## src/rtl/mux_4x_nbit.sv

```systemverilog
// 4-to-1 N-bit multiplexer: combinational result plus an enable-gated
// registered copy with select capture and a one-cycle valid strobe.

module mux_4x_nbit_lane (
    input  logic       a,
    input  logic       b,
    input  logic       c,
    input  logic       d,
    input  logic [1:0] sel,
    output logic       y
);
    always_comb begin
        case (sel)
            2'b00:   y = a;
            2'b01:   y = b;
            2'b10:   y = c;
            2'b11:   y = d;
            default: y = 1'bx;  // unknown select propagates in simulation
        endcase
    end
endmodule

module mux_4x_nbit #(
    parameter int N = 8
) (
    input  logic         clk,
    input  logic         rst,
    input  logic [N-1:0] a,
    input  logic [N-1:0] b,
    input  logic [N-1:0] c,
    input  logic [N-1:0] d,
    input  logic [1:0]   sel,
    input  logic         en,
    output logic [N-1:0] y,
    output logic [N-1:0] y_q,
    output logic [1:0]   sel_q,
    output logic         valid,
    output logic [3:0]   sel_onehot
);
    for (genvar i = 0; i < N; i++) begin : g_lane
        mux_4x_nbit_lane u_lane (
            .a  (a[i]),
            .b  (b[i]),
            .c  (c[i]),
            .d  (d[i]),
            .sel(sel),
            .y  (y[i])
        );
    end

    assign sel_onehot = 4'b0001 << sel;

    // valid mirrors the enable of the previous edge; data holds when idle
    always_ff @(posedge clk or posedge rst) begin
        if (rst) begin
            y_q   <= '0;
            sel_q <= 2'b00;
            valid <= 1'b0;
        end else begin
            valid <= en;
            if (en) begin
                y_q   <= y;
                sel_q <= sel;
            end
        end
    end
endmodule

```

## config.mk

```make
export PLATFORM = sky130hd
export DESIGN_NAME = mux_4x_nbit
export DESIGN_NICKNAME = d
export VERILOG_FILES = /design/src/rtl/mux_4x_nbit.sv
export SDC_FILE = /design/constraint.sdc
export NUM_CORES = 1
export LEC_CHECK = 0
export ABC_AREA = 1
export CAP_MARGIN = 25
export CORE_UTILIZATION = 31
export CTS_CLUSTER_SIZE = 28
export DETAILED_ROUTE_END_ITERATION = 6
export PLACE_DENSITY = 0.75
export REMOVE_ABC_BUFFERS = 1
export SLEW_MARGIN = 25
export SYNTH_ARGS = -nofsm -noshare
export SYNTH_HDL_FRONTEND = slang
export SYNTH_SLANG_ARGS = --single-unit
```

## constraint.sdc

```tcl
create_clock -name clk -period 0.85 [get_ports clk]
set_input_delay 0.085 -clock clk [delete_from_list [all_inputs] [get_ports clk]]
set_output_delay 0.085 -clock clk [all_outputs]
set_load 0.01 [all_outputs]
```

Word level (Yosys, flattened, before mapping)
Cells that the tools add are included.

Multiplexer cells: 8. Equality and inequality tests: 3. Shifts and indexed selects: 1. Reductions and logical operators: 1.

Operators by type and width (number): $pmux W1 S4 (8); $eq A2 B2 Y1 const B (2); $shl A1 B2 Y4 const A (1); $eq A2 B1 Y1 const B (1); $logic_not A2 Y1 (1).

Flip-flop bits (word level): 11. Input port bits: 37. Output and inout port bits: 23. Logic and storage cells: 16.

Longest topological paths before layout
Gate-level depths: netlist of the first run.

Word-level depth: 2. Mapped depth: 7.

Cells and area by module
Synthesis of the first run repeated with hierarchy kept, for this count alone.

Cells, all modules: 155. Area total of the unflattened synthesis: 843.3 µm².

By module, submodules not included: mux_4x_nbit (sequential area each 275.3 µm², cells each 51, times used 1, area each 432.9 µm²); mux_4x_nbit_lane (sequential area each 0.0 µm², cells each 13, times used 8, area each 51.3 µm²).

Least setup slack after synthesis of the first run
Ideal clock, no wire load.

Path kind: input -> output. Start point: input port sel[1]. End point: output port y[0]. Stages on the path: 5. Data arrival time: 0.799 ns. Required time: 0.765 ns. Setup slack: -0.034 ns. Path buffers: 2. Path through: buf_4 > nor2_4 > nand2_1 > and2_1 > buf_4.

Longest elaborated chain between the ends: 2.

RTL lines: from (decl) (RTL line 32) `input logic [1:0] sel,`; $eq A2 B2 Y1 (tied with other cells) (RTL line 13) `case (sel)`; $pmux W1 S4 (*) (RTL line 13); to (decl) (RTL line 34) `output logic [N-1:0] y,`.

Mark *: on every way between the ends. The rest lies on a longest branch, timed or not.

Worst setup path after layout of the first run
Start point: input port sel[0]. End point: output port y[5].

Same word-level chain as after synthesis.

==> results.json, run 1 <==
{
  "status": "finished, violations left",
  "violations": "setup timing",
  "tightestPinTransition_ns": 0.300,
  "period_minus_slack_ns": 1.05,
  "track_usage_pct": 26.1,
  "crit_required_ns": 0.76,
  "cpPeakStageDelay_ns": 0.20,
  "cpMostUsedCell": "buf_8",
  "antenna_found_initial": 0,
  "clk_latency_ns": 0.27,
  "grt_util_met3_pct": 2.78,
  "cts_hold_buf": 0,
  "synthAdderAreaFrac_pct": 0,
  "vias_per_cell": 5.27,
  "grt_util_met2_pct": 47.0,
  "vias": 1324,
  "path_class": "input pin to output pin",
  "ys_types": 17,
  "ant_nets": 0,
  "grt_pass1_wl_um": 5530,
  "synth_top_family_by_area": "simple AND/OR/NAND/NOR gates",
  "power.leakage_uw": 0.00106,
  "placed_area_um2": 1550,
  "drc": 0,
  "synth_compound_area_share_pct": 9.50,
  "synthMuxAreaShare_pct": 0,
  "critPathSlowestCell": "o21bai_1",
  "peakVddDrop_v": 0.000900,
  "final-hold-violation-count": 0,
  "clk_pin_slew_worst_paths_ns": 0.09,
  "rows": 18,
  "cts_made_buffers": 3,
  "slew_headroom_pct": 79.9,
  "postSynthCellCount": 119,
  "clock_sink_count": 11,
  "ys_seq_elements": 11,
  "rsz0062_at_grt": "yes",
  "slew_violations": 0,
  "cap_violations": 0,
  "finalPower_uw": 2060,
  "setup_viol": 24,
  "area_growth_pct": 127,
  "wirelength_um": 4750,
  "worst_slack_ns": -0.199,
  "place_congestion": 0.795,
  "grt_overflow_total": 0,
  "cts-root-buf": "clkbuf_4",
  "avgSynthCellArea_um2": 7.19,
  "cts_max_path_buffers": 2,
  "h-tree-depth": 1,
  "holdCritPathClass": "input pin to asynchronous set/reset pin",
  "die_h_um": 54.5,
  "fin_area_um2": 1940,
  "synthXorXnorAreaFrac_pct": 0,
  "start_kind": "input pin",
  "place_ws_ns": -1.02,
  "start_util_pct": 33.6,
  "cp_max_fo": 7,
  "first_global_vias": 1208,
  "top_usage_layer": "met2",
  "dp_hpwl_um": 2370,
  "yosys_warnings": 0,
  "fillers": 161,
  "dieArea_um2": 2970,
  "ys_seq_area_share_pct": 32.2,
  "core-area_um2": 2540,
  "fmax_ghz": 0.953,
  "drt-wirelength-per-cell_um": 18.9,
  "io_buffers": 59,
  "cts_tree": "built",
  "ios": 60,
  "tns_ns": -2.29,
  "synthSimpleGateAreaFrac_pct": 38.2,
  "path_delay_family": "buffers and inverters",
  "nets": 258,
  "critPathBufInv": 4,
  "grt_max_degree": 13,
  "first_pass_iters": 6,
  "die_w_um": 54.5,
  "crit_chain": "buf_8 > buf_8 > inv_8 > o21bai_1 > nand3_2 > and2_4 > buf_6",
  "powerDensity_nw_per_um2": 1060,
  "critPathArrivalTime_ns": 0.96,
  "drive_above_1_share_pct": 54.5,
  "period_share_pct": 123,
  "worst_setup_path_end_kind": "output pin",
  "first_iter_violations": 61,
  "use_met1_pct": 32.2,
  "skew_ns": 0,
  "syn_area_um2": 856
}
==> cell type report <==
type                       instances  area [um^2]  share of cell area [%]
antenna                            1         2.50                   0.129
sequential                        11          275                    14.2
multi-input combinational         81          546                    28.1
inverter                          14         66.3                    3.41
timing repair inverter             2         16.3                   0.838
timing repair buffer             108          971                    50.0
clock inverter                     1         5.00                   0.258
tap                               30         37.5                    1.93
clock buffer                       3         22.5                    1.16
==> placed cells by master, fill, tap and decap left out <==
cell type / count
buf_12: 3
o21ai_0: 1
dlygate4sd2_1: 27
buf_8: 2
clkbuf_16: 1
clkdlybuf4s50_1: 1
nand2_1: 23
buf_6: 19
nor2_4: 2
inv_1: 11
and2_4: 8
o21bai_2: 1
o21ai_1: 1
diode_2: 1
o21bai_4: 3
buf_2: 13
nand3_1: 14
dfrtp_1: 11
inv_4: 1
nand3_2: 11
o21bai_1: 4
clkbuf_2: 1
nor2_1: 1
clkinvlp_4: 1
clkbuf_4: 3
buf_4: 35
clkdlybuf4s15_1: 5
clkinv_2: 1
nand2_2: 12
dlymetal6s2s_1: 1
inv_8: 2
clkinvlp_2: 1
==> flip-flops by register name (all words and copies together) (netlist names) <==
register / count
valid: 1
sel_q: 2
y_q: 8
==> cells in the mapped netlist <==
cell type	number	area share, %
inv_2	1	0.44
buf_8	1	1.8
o21bai_4	1	2.2
nand2_1	35	15
nor2_1	1	0.44
buf_4	9	7.9
o21bai_1	7	6.1
inv_1	12	5.3
o21ai_0	2	1.2
buf_6	2	2.6
and2_1	8	5.8
inv_6	1	1.0
nor2_4	1	1.3
buf_2	2	1.2
nand3_2	1	1.2
nand3_1	24	14
dfrtp_1	11	32
==> per-layer routing <==
layer	vias up	wire length, um
li1	575	-
met5	-	0
met4	0	205
met2	90	2320
met3	31	384
met1	628	1830
==> metrics by stage <==
| stage | std cells | util, % | hold WS [ns] |
|---|---|---|---|
| floorplan | 105 | - | -0.0626 |
| global placement | 217 | 61.1 | 0.400 |
| detailed placement | 217 | 61.1 | 0.395 |
| CTS | 244 | 68.2 | 0.108 |
| global route | 250 | 76.2 | 0.116 |
| finish | 251 | 76.3 | 0.109 |
==> power breakdown <==
group          switching (uW)  internal [uW]
registers                38.0            579
logic                     464            603
clock network             204            174
total                     706           1360
==> worst paths after layout <==
path | startpoint | to | slack [ns] | cells past startpoint
worst max-delay path | sel[0] | y[5] | -0.20 | 7
worst min-delay path | rst | y_q[4]$_DFFE_PP0P_ | 0.11 | 3
worst max register to register | y_q[6]$_DFFE_PP0P_ | y_q[6]$_DFFE_PP0P_ | -0.01 | 4
worst min register to register | y_q[2]$_DFFE_PP0P_ | y_q[2]$_DFFE_PP0P_ | 0.47 | 2
max in group asynchronous | rst | y_q[7]$_DFFE_PP0P_ | 0.62 | 3
min in group clk | en | valid$_DFF_PP0_ | 0.25 | 2
==> tightest hold or removal path, delay by kind of cell <==
kind | cells | cell delay [ns]
buf+inv | 3 | 0.63
==> cells by family after synthesis <==
family | count (synthesis)
buffers and inverters | 28
and+or+nand+nor | 70
DFF | 11
AOI/OAI and AO/OA | 10
==> what timing repair did <==
action	in CTS	in global routing
pin swaps	37	15
resized for setup	169	41
setup endpoints to repair	31	28
endpoints found under the hold margin	0	0
setup buffers	25	7
cloned	2	2
(Power assumes the default switching activity.)
==> inputs of run 2 (changes only) <==
CORE_MARGIN = 1.5   (was unset)
==> run 2 against run 1 <==
Effect of this change:
- the flow still finishes with violations (setup timing)
- global-route usage fell by 0.25 points
- count of clock-buffer cells in the layout grew 1
- clock skew unchanged
- largest power group unchanged
- critical endpoint is now y[3]
- sequential cell count unchanged
- wire length shrank 1.4%
==> results.json, run 2 (synthesis gave the netlist of run 1 again) <==
{
  "cts_hold_buf": 0,
  "powerDensity_nw_per_um2": 1060,
  "vias": 1305,
  "slew_headroom_pct": 72.6,
  "grt_overflow_total": 0,
  "period_share_pct": 120,
  "cts_made_buffers": 3,
  "clk_latency_ns": 0.27,
  "ios": 60,
  "rows": 18,
  "rsz0062_at_grt": "yes",
  "skew_ns": 0,
  "final_common_cell": "buf_4",
  "ant_nets": 0,
  "crit_required_ns": 0.76,
  "first_pass_iters": 4,
  "clock_sink_count": 11,
  "drt-wirelength-per-cell_um": 18.6,
  "drc": 0,
  "peakVddDrop_v": 0.000964,
  "nets": 259,
  "cap_violations": 0,
  "final-hold-violation-count": 0,
  "reg_top3": "y_q (8), sel_q (2), valid (1)",
  "max_flop_register": "y_q",
  "status": "finished, violations left",
  "vias_per_cell": 5.18,
  "die_w_um": 55.5,
  "place_congestion": 0.849,
  "dieArea_um2": 3080,
  "clk_pin_slew_worst_paths_ns": 0.07,
  "first_iter_violations": 83,
  "cts-root-buf": "clkbuf_4",
  "period_minus_slack_ns": 1.02,
  "cts_tree": "built",
  "largest_reg_flops": 8,
  "path_class": "input pin to output pin",
  "slew_violations": 0,
  "final_cell_mix": "buf_4, dlygate4sd2_1, nand2_1, buf_6, buf_2",
  "grt_max_degree": 13,
  "finalPower_uw": 2060,
  "setup_viol": 23,
  "area_growth_pct": 127,
  "grt_pass1_wl_um": 6210,
  "tightestPinTransition_ns": 0.411,
  "drive_above_1_share_pct": 55.2,
  "start_util_pct": 33.6,
  "h-tree-depth": 1,
  "worst_setup_path_end_kind": "output pin",
  "die_h_um": 55.5,
  "antenna_found_initial": 0,
  "worst_slack_ns": -0.168,
  "core-area_um2": 2540,
  "finish.utilization_pct": 76.2,
  "wirelength_um": 4680,
  "critPathArrivalTime_ns": 0.93,
  "power.leakage_uw": 0.00105,
  "start_kind": "input pin",
  "cts_max_path_buffers": 2,
  "holdCritPathClass": "input pin to asynchronous set/reset pin",
  "track_usage_pct": 25.9,
  "fmax_ghz": 0.982,
  "violations": "setup timing",
  "dp_hpwl_um": 2350,
  "io_buffers": 59,
  "first_global_vias": 1233,
  "cp_max_fo": 7
}
==> run 2: final timing paths <==
check	start	to	slack (ns)	cells past startpoint
min in group clk	a[0]	y_q[0]$_DFFE_PP0P_	0.32	6
max in group asynchronous	rst	valid$_DFF_PP0_	0.45	2
worst max-delay path	sel[1]	y[3]	-0.17	6
worst min-delay path	rst	y_q[6]$_DFFE_PP0P_	0.11	2
worst min register to register	y_q[0]$_DFFE_PP0P_	y_q[0]$_DFFE_PP0P_	0.57	3
worst max register to register	y_q[5]$_DFFE_PP0P_	y_q[5]$_DFFE_PP0P_	-0.05	4
==> run 2: stage by stage <==
| stage | area, um^2 | setup WS [ns] | TNS [ns] | hold WS [ns] | std cells |
|---|---|---|---|---|---|
| 2_1_floorplan | 741 | 0.199 | 0 | -0.0626 | 105 |
| 3_3_place_gp | 1570 | -0.917 | -15.97 | 0.384 | 221 |
| 3_5_place_dp | 1570 | -0.958 | -16.67 | 0.420 | 221 |
| 4_1_cts | 1750 | -0.155 | -1.74 | 0.112 | 251 |
| 5_1_grt | 1940 | -0.196 | -2.39 | 0.141 | 251 |
| 6_report | 1940 | -0.168 | -1.77 | 0.112 | 252 |
==> run 2: where the power goes <==
part | leakage (uW) | switching [uW] | internal [uW]
clock network | 0.0000150 | 189 | 182
registers | 0.000135 | 32.6 | 579
logic | 0.000902 | 469 | 609
total | 0.00105 | 690 | 1370
==> run 2: metal layers <==
metal | wire, um | vias to the layer above | part of all wire, % | GRT usage [%]
met1 | 1800 | 632 | 38 | 32.0
met4 | 163 | 0 | 3.5 | 12.2
met3 | 318 | 18 | 6.8 | 3.51
met5 | 0 | - | 0 | 0
li1 | - | 575 | - | -
met2 | 2400 | 80 | 51 | 44.0
==> run 2: cell type report <==
| type | count | area (um^2) |
|---|---|---|
| timing repair buffer | 110 | 947 |
| fill | 171 | 606 |
| inverter | 14 | 68.8 |
| antenna | 1 | 2.50 |
| clock buffer | 4 | 26.3 |
| sequential | 11 | 275 |
| timing repair inverter | 1 | 11.3 |
| multi-input combinational | 81 | 571 |
| tap | 30 | 37.5 |
==> run 2: worst max-delay path: stages <==
cell and delay, ns:
buf_12 0.11, buf_8 0.13, nor2_4 0.19, nand2_2 0.09, and2_1 0.18, buf_2 0.14
==> run 2: repair_timing <==
item,in CTS,in global routing
gates cloned,3,0
buffers inserted,23,7
pin swaps,41,31
endpoints found under the setup margin,31,26
resized for setup,156,50
==> inputs of run 3 (changes only) <==
GPL_ROUTABILITY_DRIVEN = 0   (was unset)
==> results of run 3 <==
No change in the layout: final DEF, timing and power equal those of run 2.
==> RTL change 1: new RTL, settings of run 1 <==
Register the inputs `a`, `b`, `c`, `d`, `sel` and `en` before use, without a reset. The logic sees them one clock later. Comments in the files are not updated.
--- a/src/rtl/mux_4x_nbit.sv
+++ b/src/rtl/mux_4x_nbit.sv
@@ -38,16 +38,33 @@
     output logic [3:0]   sel_onehot
 );
+
+    logic [N-1:0] a_q;
+    logic [N-1:0] b_q;
+    logic [N-1:0] c_q;
+    logic [N-1:0] d_q;
+    logic [1:0] sel_r;
+    logic en_q;
+
+    always_ff @(posedge clk) begin
+        a_q   <= a;
+        b_q   <= b;
+        c_q   <= c;
+        d_q   <= d;
+        sel_r <= sel;
+        en_q  <= en;
+    end
+
     for (genvar i = 0; i < N; i++) begin : g_lane
         mux_4x_nbit_lane u_lane (
-            .a  (a[i]),
-            .b  (b[i]),
-            .c  (c[i]),
-            .d  (d[i]),
-            .sel(sel),
+            .a  (a_q[i]),
+            .b  (b_q[i]),
+            .c  (c_q[i]),
+            .d  (d_q[i]),
+            .sel(sel_r),
             .y  (y[i])
         );
     end
 
-    assign sel_onehot = 4'b0001 << sel;
+    assign sel_onehot = 4'b0001 << sel_r;
 
     // valid mirrors the enable of the previous edge; data holds when idle
@@ -58,8 +75,8 @@
             valid <= 1'b0;
         end else begin
-            valid <= en;
-            if (en) begin
+            valid <= en_q;
+            if (en_q) begin
                 y_q   <= y;
-                sel_q <= sel;
+                sel_q <= sel_r;
             end
         end
Function: changed (Yosys sat finds a counterexample within 4 cycles, from zero or initial values and one cycle with rst high).
==> RTL change 1 against run 1 <==
The flow still finishes with violations (setup timing). Final cell count increased by 25%. Count of clock-buffer cells in the layout increased by 4. Total power increased by 120%. Sequential cell count increased by 35. Register-to-register slack got worse by 390 ps. Routed wire length decreased by 27%. Combinational power decreased by 21%. Worst setup slack got worse by 420 ps. Sequential power increased to 3.8 times the old value. Synthesized cell count increased by 29%. First-iteration DRC count decreased by 41%. Area after synthesis increased by 82%. Non-clock buffer count decreased by 11. Final area increased by 30%. Critical path type is now flip-flop to output pin. Largest cell class is now flip-flops and latches.
==> RTL change 1: results (changes against run 1) <==
set qor(buffers_excl_clock) 97 ;# -10%
set qor(violations) {setup timing}
set qor(track_usage) 0.141 ;# -0.120
set qor(critical_path.reg2reg.endpoint) {y_q[3]}
set qor(drt-met1-wl_mm) 1.33 ;# -27%
set qor(netlist_top_cells_count) {35 x sky130_fd_sc_hd__dfxtp_1, 35 x sky130_fd_sc_hd__nand2_1, 24 x sky130_fd_sc_hd__nand3_1, 12 x sky130_fd_sc_hd__inv_1, 11 x sky130_fd_sc_hd__dfrtp_1}
set qor(synth_compound_gate_area_share) 0.0523 ;# -0.0428
set qor(firstDrtPassIters) 4 ;# -2
set qor(maximum_number_of_pins_on_one_net_before_global_route_repair) 15 ;# +2
set qor(seq_cell_count) 46 ;# +35
set qor(average_wire_per_cell_in_the_routed_design_um) 11.0 ;# -42%
set qor(critPathSlowestCell) {sky130_fd_sc_hd__dfxtp_4}
set qor(async_reset_ff_frac) 0.239 ;# -0.761
set qor(met2WireLength_mm) 1.93 ;# -17%
set qor(multiInputCombCellCount) 80 ;# -1.2%
set qor(cts_root_buffer) {sky130_fd_sc_hd__clkbuf_8}
set qor(nonClkBufAreaFrac) 0.333 ;# -0.167
set qor(antennaDiodeCount) 0 ;# -1
set qor(switching_share) 0.227 ;# -0.115
set qor(finalSetupViolCount) 31 ;# +29%
set qor(number_of_placement_rows) 25 ;# +7
set qor(nNonClkInverters) 15 ;# -1
set qor(status) {finished with violations}
set qor(r2r_setup_slack_ps) -400 ;# -390 ps
set qor(layout_setup_ws_ps) -620 ;# -420 ps
set qor(timing.rr.start) {sel_r[0]}
set qor(n_fill_cell) 464 ;# +190%
set qor(crit_arrival_ps) 1380 ;# +420 ps
set qor(synth_sequential_area_ratio) 0.627 ;# +0.305
set qor(cts-buffers-inserted) 5 ;# +2
set qor(drive_above_1_share) 0.370 ;# -0.176
set qor(detailed_place_hpwl_mm) 2.36 ;# -0.21%
set qor(detailedRoute.firstIterationViolations) 36 ;# -41%
-- RTL change 1: power groups by stage --
stage	clock, mW	sequential [mW]	combinational (mW)
after global routing	1.47	2.38	0.914
after global placement	0	2.41	0.798
after CTS	1.36	2.37	0.810
after floorplan	0	2.45	0.208
after detailed placement	0	2.41	0.803
final	1.29	2.37	0.842
-- RTL change 1: worst max-delay path by stage --
stage                        start   end  slack, ps  cells past startpoint
after floorplan           sel_r[1]  y[7]       -370                      5
after global placement    sel_r[1]  y[4]       -730                      6
after detailed placement  sel_r[1]  y[6]       -780                      6
after CTS                 sel_r[0]  y[3]       -630                      6
after global routing      sel_r[1]  y[4]       -680                      7
final                     sel_r[0]  y[3]       -620                      6
-- RTL change 1: logic make-up (layout without fill, tap and decap cells) --
group / after synthesis / count (layout)
AO/OA/AOI/OAI: 10 / 10
AND/OR/NAND/NOR: 70 / 70
flip-flops: 46 / 46
buffers and inverters: 28 / 120
-- RTL change 1: what timing repair did --
item                       4_1_cts  5_1_grt
setup endpoints to repair       33       33
gates resized for setup        117       15
cloned                           1        0
pin swaps                        3        4
setup buffers                   11        2
-- RTL change 1: layer usage --
layer  vias to the layer above  global-route usage
li1                        655                   -
met1                       582               0.154
met2                        37               0.253
met3                         4              0.0401
met4                         0              0.0610
met5                         -                   0
-- RTL change 1: through the flow --
step / util / hold WS, ps / setup slack, ps / std cells
3_3_place_gp: 0.486 / 389 / -726 / 294
2_1_floorplan: - / -62.6 / -375 / 140
4_1_cts: 0.515 / 82.1 / -630 / 313
6_report: 0.526 / 87.0 / -620 / 313
5_1_grt: 0.526 / 93.4 / -680 / 313
3_5_place_dp: 0.486 / 393 / -781 / 294
==> RTL change 2: new RTL, config.mk and constraints of run 1 <==
Without the edit above. `N`: 8 -> 12.
--- a/src/rtl/mux_4x_nbit.sv
+++ b/src/rtl/mux_4x_nbit.sv
@@ -22,5 +22,5 @@
 
 module mux_4x_nbit #(
-    parameter int N = 8
+    parameter int N = 12
 ) (
     input  logic         clk,
Interface: changed (6 resized); port bits go from 60 to 84. The function was not compared with the original's and may differ.
==> RTL change 2 against run 1 <==
The flow still finishes with violations (setup timing). Core utilization increased by 2.2 points. Final area grew 51%. Total power up 45%. Sequential cell count increased by 4. Area after synthesis is 44% higher. Global-route usage fell by 2.3 points. Routed wire length increased by 9.9%. Worst setup slack worse by 36 ps.
==> RTL change 2: results (changes against run 1) <==
set qor(status) {finished with violations}
set qor(violations) {setup timing}
set qor(timing.rr.start) {y_q[9]}
set qor(routed_via_density) 4.55 ;# -14%
set qor(worst_skew_pair.late_latency_ps) 250 ;# -20 ps
set qor(async_reset_ff_frac) 1.00 ;# unchanged
set qor(antennaDiodeCount) 0 ;# -1
set qor(detailed_place_hpwl_mm) 2.91 ;# +23%
set qor(grt_util_met3) 0.0208 ;# -0.00694
set qor(synth_cell_type_count) 16 ;# -1
set qor(internal_power_mw) 2.03 ;# +49%
set qor(drt-met1-wl_mm) 2.12 ;# +15%
set qor(post_cts_setup_buffer_count) 39 ;# +56%
set qor(gr-usage-met1) 0.287 ;# -0.0354
set qor(track_usage) 0.238 ;# -0.0231
set qor(reg.largest.list) {y_q (12), sel_q (2), valid (1)}
set qor(firstDrtPassIters) 4 ;# -2
set qor(netlist_top_cells_count) {57 x sky130_fd_sc_hd__nand2_1, 28 x sky130_fd_sc_hd__nand3_1, 15 x sky130_fd_sc_hd__dfrtp_1, 15 x sky130_fd_sc_hd__inv_1, 14 x sky130_fd_sc_hd__buf_4}
set qor(detailedRoute.firstIterationViolations) 33 ;# -46%
set qor(cts_root_buffer) {sky130_fd_sc_hd__clkbuf_8}
set qor(layout_setup_ws_ps) -236 ;# -36.3 ps
set qor(r2r_setup_slack_ps) 20 ;# +30 ps
set qor(global_placer_s_final_weighted_congestion) 0.700 ;# -12%
set qor(finalSetupViolCount) 25 ;# +4.2%
set qor(critPathSlowestCell) {sky130_fd_sc_hd__and2_4}
set qor(crit_fanout) 4 ;# -3
set qor(clk_transition_reported_paths_ps) 70 ;# -20 ps
set qor(muxShareOfSynthArea) 0 ;# unchanged
set qor(average_wire_per_cell_in_the_routed_design_um) 14.9 ;# -21%
set qor(synth_compound_gate_area_share) 0.123 ;# +0.0276
set qor(first_global_vias) 1655 ;# +37%
set qor(met2WireLength_mm) 2.87 ;# +24%
set qor(maximum_number_of_pins_on_one_net_before_global_route_repair) 16 ;# +3
set qor(relSlewSlack) 0.890 ;# +0.0904
set qor(max_stage_delay_ps) 180 ;# -20 ps
set qor(fin_worst_skew_ps) 0 ;# unchanged
set qor(synth_sequential_area_ratio) 0.304 ;# -0.0177
set qor(drive_above_1_share) 0.560 ;# +0.0141
set qor(met3WireLength_um) 179 ;# -53%
set qor(preCtsSetupSlack_ps) -1040 ;# -23.2 ps
set qor(post_cts_sizing) 233 ;# +38%
set qor(global_route_wire_length_before_repair_mm) 7.71 ;# +40%
set qor(grtUsageMet2) 0.444 ;# -0.0255
set qor(critical_path.reg2reg.endpoint) {y_q[9]}
set qor(power.ir.vdd_worst_v) 0.000576 ;# -36%
set qor(ys_top_cells_by_area) {sky130_fd_sc_hd__dfrtp_1 30%, sky130_fd_sc_hd__nand2_1 17%, sky130_fd_sc_hd__nand3_1 11%}
set qor(layout.nets) 356 ;# +38%
set qor(post_route_worst_hold_slack_ps) 154 ;# +45.4 ps
set qor(power.leakage_nw) 1.56 ;# +48%
set qor(place.port_buffers) 83 ;# +41%
==> RTL change 2: cell types whose count changed in the layout (fill, tap and decap cells not counted), sizes merged, moves of 3 or more <==
cell and change:
and2 +4, clkdlybuf4s15 -3, buf +24, nand3 +8, inv +3, o21bai +4
clkdlybuf4s50 +15, nand2 +22, dfrtp +4, dlygate4sd2 +4
==> RTL change 2: how the worst max path moves through the flow <==
stage                start    to  slack [ps]
floorplan           sel[0]  y[4]         -50
global placement    sel[0]  y[8]       -1020
detailed placement  sel[1]  y[8]       -1040
CTS                 sel[1]  y[3]        -200
global route        sel[1]  y[5]        -270
finish              sel[1]  y[5]        -240
==> RTL change 2: area by class of cell <==
type                            instances  area (um2)
Inverter                               17        78.8
Fill cell                             262         805
Sequential cell                        15         375
Timing Repair inverter                  1        7.51
Clock inverter                          1        5.00
Multi-Input combinational cell        117         958
Clock buffer                            3        41.3
Timing Repair Buffer                  148        1410
Tap cell                               48        60.1
==> RTL change 2: logic make-up after synthesis <==
kind of cell,Yosys count
compound gates,13
flops,15
buf+inv,38
simple gates,104
==> RTL change 2: power groups by stage <==
stage          clock network, mW  registers (mW)  logic [mW]
2_1_floorplan                  0           0.884       0.328
3_3_place_gp                   0           0.846        1.17
3_5_place_dp                   0           0.849        1.18
4_1_cts                    0.600           0.833        1.36
5_1_grt                    0.650           0.845        1.64
6_report                   0.605           0.838        1.55
==> RTL change 2: through the flow <==
step           instances  setup TNS, ps  instance area [um2]
2_1_floorplan        149           -356                 1080
3_3_place_gp         315         -23470                 2290
3_5_place_dp         315         -24200                 2290
4_1_cts              350          -2130                 2710
5_1_grt              350          -3480                 2940
6_report             350          -2520                 2940
